`src/rtl/tournament_pair_selector.sv`:
```
// Draws parent pairs by 2-way tournament over latched sorted ranks and streams them downstream.
// Optional ELITISM_EN: the first pair of each generation is (rank[0], rank[1]) with no draw.
module tournament_pair_selector #(
  parameter int unsigned POP_SIZE  = 50,
  parameter int unsigned IDX_W     = 6,
  parameter int unsigned NUM_PAIRS = 25,
  parameter logic [15:0] LFSR_SEED = 16'hACE1
) (
  input  logic                      clk,
  input  logic                      rst_n,
  input  logic                      start,
  input  logic [POP_SIZE*IDX_W-1:0] sorted_in,
  output logic                      pair_valid,
  input  logic                      pair_ready,
  output logic [IDX_W-1:0]          parent_a,
  output logic [IDX_W-1:0]          parent_b,
  output logic [5:0]                pair_count,
  output logic                      busy,
  output logic                      done
);

  localparam logic [5:0] NumPairs6 = 6'(NUM_PAIRS);

  typedef enum logic [1:0] {StIdle, StDraw, StPresent, StDone} state_e;

  state_e                    state_q, state_d;
  logic [15:0]               lfsr_q, lfsr_d;
  logic [1:0]                sub_q, sub_d;
  logic [IDX_W-1:0]          ra0_q, ra0_d, ra1_q, ra1_d, rb0_q, rb0_d;
  logic [IDX_W-1:0]          pa_q, pa_d, pb_q, pb_d;
  logic [5:0]                cnt_q, cnt_d;
  logic [POP_SIZE*IDX_W-1:0] ranks_q, ranks_d;
  logic [IDX_W-1:0]          draw_rank;

  // Fold the 6-bit LFSR slice into 0..POP_SIZE-1 with a single subtraction.
  function automatic logic [IDX_W-1:0] reduce_rank(input logic [5:0] v);
    int unsigned t;
    t = 32'(v);
    if (t >= POP_SIZE) t = t - POP_SIZE;
    return t[IDX_W-1:0];
  endfunction

  function automatic logic [IDX_W-1:0] min_rank(input logic [IDX_W-1:0] a,
                                                input logic [IDX_W-1:0] b);
    return (a < b) ? a : b;
  endfunction

  function automatic logic [IDX_W-1:0] lookup(input logic [POP_SIZE*IDX_W-1:0] vec,
                                              input logic [IDX_W-1:0]          r);
    return vec[IDX_W*r +: IDX_W];
  endfunction

  assign draw_rank = reduce_rank(lfsr_q[5:0]);

  always_comb begin
    state_d = state_q;
    lfsr_d  = lfsr_q;
    sub_d   = sub_q;
    ra0_d   = ra0_q;
    ra1_d   = ra1_q;
    rb0_d   = rb0_q;
    pa_d    = pa_q;
    pb_d    = pb_q;
    cnt_d   = cnt_q;
    ranks_d = ranks_q;
    unique case (state_q)
      StIdle, StDone: begin
        if (start) begin
          ranks_d = sorted_in;
          cnt_d   = '0;
          sub_d   = '0;
`ifdef ELITISM_EN
          pa_d    = sorted_in[0 +: IDX_W];
          pb_d    = sorted_in[IDX_W +: IDX_W];
          state_d = StPresent;
`else
          state_d = StDraw;
`endif
        end
      end
      StDraw: begin
        lfsr_d = {lfsr_q[14:0], lfsr_q[15] ^ lfsr_q[13] ^ lfsr_q[12] ^ lfsr_q[10]};
        sub_d  = sub_q + 2'd1;
        unique case (sub_q)
          2'd0: ra0_d = draw_rank;
          2'd1: ra1_d = draw_rank;
          2'd2: rb0_d = draw_rank;
          2'd3: begin
            // rb1 is used straight from the LFSR, never stored.
            pa_d    = lookup(ranks_q, min_rank(ra0_q, ra1_q));
            pb_d    = lookup(ranks_q, min_rank(rb0_q, draw_rank));
            state_d = StPresent;
          end
          default: ;
        endcase
      end
      StPresent: begin
        if (pair_ready) begin
          cnt_d   = cnt_q + 6'd1;
          sub_d   = '0;
          state_d = (cnt_q + 6'd1 == NumPairs6) ? StDone : StDraw;
        end
      end
      default: state_d = StIdle;
    endcase
  end

  always_ff @(posedge clk or negedge rst_n) begin
    if (!rst_n) begin
      state_q <= StIdle;
      lfsr_q  <= LFSR_SEED;
      sub_q   <= '0;
      ra0_q   <= '0;
      ra1_q   <= '0;
      rb0_q   <= '0;
      pa_q    <= '0;
      pb_q    <= '0;
      cnt_q   <= '0;
      ranks_q <= '0;
    end else begin
      state_q <= state_d;
      lfsr_q  <= lfsr_d;
      sub_q   <= sub_d;
      ra0_q   <= ra0_d;
      ra1_q   <= ra1_d;
      rb0_q   <= rb0_d;
      pa_q    <= pa_d;
      pb_q    <= pb_d;
      cnt_q   <= cnt_d;
      ranks_q <= ranks_d;
    end
  end

  assign pair_valid = (state_q == StPresent);
  assign busy       = (state_q == StDraw) || (state_q == StPresent);
  assign done       = (state_q == StDone);
  assign parent_a   = pa_q;
  assign parent_b   = pb_q;
  assign pair_count = cnt_q;

endmodule

```
`config.mk`:
```
export PLATFORM = sky130hd
export DESIGN_NAME = tournament_pair_selector
export DESIGN_NICKNAME = d
export VERILOG_FILES = /design/src/rtl/tournament_pair_selector.sv
export SDC_FILE = /design/constraint.sdc
export NUM_CORES = 1
export LEC_CHECK = 0
export CAP_MARGIN = 15
export CORE_UTILIZATION = 45
export DETAILED_ROUTE_END_ITERATION = 8
export GPL_TIMING_DRIVEN = 0
export PLACE_DENSITY = 0.75
export SYNTH_ARGS = -nofsm -noshare
export SYNTH_HDL_FRONTEND = slang
export SYNTH_SLANG_ARGS = --single-unit
```
`constraint.sdc`:
```
create_clock -name clk -period 4.35 [get_ports clk]
set_input_delay 0.87 -clock clk [delete_from_list [all_inputs] [get_ports clk]]
set_output_delay 0.87 -clock clk [all_outputs]
set_load 0.005 [all_outputs]
```
==> run summary <==
Io pins: 325
Met2 Use GR: 53.6%
Multi-input logic area: 10400 sq um
Syn Std Cell Area: 19600 sq um
Gr busiest metal: met2
Yosys reg bits: 356
Syn nets: 2169
CP max FO: 10
Critical path launch point: ra1_q[1]$_DFFE_PN0P_
CTS max path bufs: 3
Row Count: 76
First-pass GRT wire length: 113000 microns
Worst Hold Class: in2async
Slew Viols, Final: 0
Hold Vio Cnt, Final: 0
Initial Util: 45.6%
Cts hold-fix bufs: 0
Worst EP required: 4.86 ns
Worst Max-Slew Pin Slew: 1.32 ns
Largest net degree at the start of global routing: 128
Final worst-path cycle share: 102%
Number of port buffers: 324
CTS tree: built
Sequential area share after synthesis: 45.5%
Fillers: 3578
R2R Path Start: ra1_q[1]$_DFFE_PN0P_
GRT met1 Usage: 44.7%
Root buf cell: clkbuf_16
Drt pass-1 iters: 6
Num CTS Buffers: 39
R2R depth: 13
Reg area: 8920 sq um
Area grow syn2layout: 30.0%
Antenna-violating nets left: 0
Worst-path clk slew: 0.06 ns
Initial antenna violation count: 0
Synth top area share: 44.4%
Yosys warns: 0
Die height: 211 microns
Met3 Use GR: 8.62%
Type of the worst setup path: reg2reg
Final core utilization: 59.3%
Wirelength, routed: 78200 microns
Vias per cell: 6.25
Mean Syn Cell Area: 10.6 sq um
Setup violations, final: 6
# DRC: 0
Status: finished with violations
Ys async rst share: 100%
Clk sink count: 356
Max frequency: 226 MHz
Final worst slack: -0.0685 ns
Synth Instances: 1847
R2R Setup Slk: -0.07 ns
Iteration-0 DRC Markers: 2350
DR vias: 17800
Tmin final: 4.42 ns
Max Cap Violations: 0
GPL Wtd Cong: 1.07
Yosys cell types: 71
Final Skew: 0.0317 ns
Worst-Skew Late Latency: 0.58 ns
Die W: 211 microns
Post-DP HPWL: 59200 microns
Die area: 44400 sq um
Final Net Count: 2555
Most used DFF post-synth: dfrtp_1
GRT Overall Usage: 34.9%
Vias in the first global route: 17900
Failing checks: setup timing
Post-synth EDFFs: 0
H-tree Lvls: 2
Worst Setup End Kind: flip-flop
Core box area: 43000 sq um
Ranking of synthesized cells by area: dfrtp_1 (44%), mux2_2 (20%), mux2i_1 (7.2%)
Critical Path Start Type: flip-flop
Worst slew margin: 12.3%
Antenna cells: 0
Overflow after GRT: 0
DR WL/cell: 27.5 microns
Area leader, netlist: dfrtp_1
Share of layout cells above drive strength 1: 24.0%
Critical Path AT: 4.93 ns
==> worst max-delay path, stage by stage, from the launching register on <==
cell	delay (ns)
dfrtp_1	0.44
inv_1	0.26
ha_1	0.29
a21o_1	0.19
a21o_1	0.23
a311o_1	0.46
o21ai_0	0.25
clkbuf_1	0.52
clkbuf_2	0.40
nand2_1	0.09
nand3_1	0.09
a21boi_0	0.10
nor4b_1	0.75
a32o_1	0.27
==> flip-flops by register name, indices dropped and copies added, names as in the netlist <==
name        count
ra0_q           6
sub_q           2
state_q         2
rb0_q           6
ra1_q           6
parent_a        6
parent_b        6
pair_count      6
ranks_q       300
lfsr_q         16
==> cells in the mapped netlist (all sizes together) (5+ instances only) <==
cell / number
nand4: 9
o211ai: 6
nand3: 80
a32oi: 13
o21a: 5
a31oi: 15
nor4: 8
mux2: 340
nand2b: 5
a21oi: 48
o22ai: 15
dfstp: 8
o311ai: 5
o221ai: 10
inv: 21
o2111ai: 6
o21ai: 67
a311o: 5
ha: 18
and2: 10
a32o: 11
a221oi: 17
and3: 22
nor3: 5
clkbuf: 95
mux2i: 140
nand2: 332
a211o: 6
dfrtp: 348
a21o: 7
a211oi: 21
buf: 37
a311oi: 30
nor2: 26
a221o: 6
==> cell usage in the layout, fill, tap and decap left out, drive strengths merged, types with 7 or more instances in the layout <==
cell type        n
dfrtp          348
mux2           340
nand2          332
clkdlybuf4s50  323
clkbuf         159
mux2i          140
nand3           80
o21ai           67
buf             51
a21oi           48
a311oi          30
nor2            26
inv             23
and3            22
a211oi          21
ha              18
a221oi          17
a31oi           15
o22ai           15
a32oi           13
a32o            11
and2            10
o221ai          10
nand4            9
nor4             8
dfstp            8
a21o             7
==> path summary, 6_finish.rpt <==
check,end
worst min register to register,lfsr_q[8]$_DFFE_PN0P_
min in group clk,lfsr_q[8]$_DFFE_PN0P_
worst max register to register,parent_a[4]$_DFFE_PN0P_
worst max-delay path,parent_a[4]$_DFFE_PN0P_
worst min-delay path,ranks_q[208]$_DFFE_PN0P_
max in group asynchronous,lfsr_q[6]$_DFFE_PN1P_
==> cells by family after synthesis <==
group           share of synthesized area (%)
compound gates                           12.0
mux                                      26.7
fa+ha+maj                                1.20
simple gates                             11.3
buf+inv                                  3.15
xor+xnor                                0.179
flops                                    45.5
==> cell type report <==
| cell class | count | area share, % |
|---|---|---|
| buffer | 131 | 2.64 |
| clock buffer | 56 | 4.24 |
| clock inverter | 12 | 0.555 |
| inverter | 21 | 0.309 |
| multi-input combinational | 1338 | 40.7 |
| sequential | 356 | 35.0 |
| tap | 585 | 2.87 |
| timing repair buffer | 346 | 13.7 |
==> through the flow <==
stage               worst slack [ns]  std cells  cell area [sq um]  hold WS (ns)  TNS (ns)
floorplan                      0.507       1847              19600         0.467         0
global placement              -12.60       2756              23600         0.484  -4446.61
detailed placement             -1.06       2761              23700         0.494     -9.90
CTS                          -0.0338       2836              25200         0.134   -0.0391
global route                 -0.0290       2845              25500         0.148   -0.0462
finish                       -0.0685       2845              25500         0.141    -0.149
==> metal layers <==
layer  share of wire [%]  wire (microns)
met5                   0               0
met4                 6.5            5080
met3                 9.9            7750
met2                  44           34600
met1                  39           30800
==> repair_timing <==
item / CTS / global route
pin swaps: 2 / 7
setup endpoints to repair: 12 / 12
resized for setup: 68 / 104
setup buffers: 8 / 9
hold endpoints to repair: 0 / 0
Power is not shown: default switching activity piles up to over one toggle a cycle in this logic, so the estimate is an artifact.
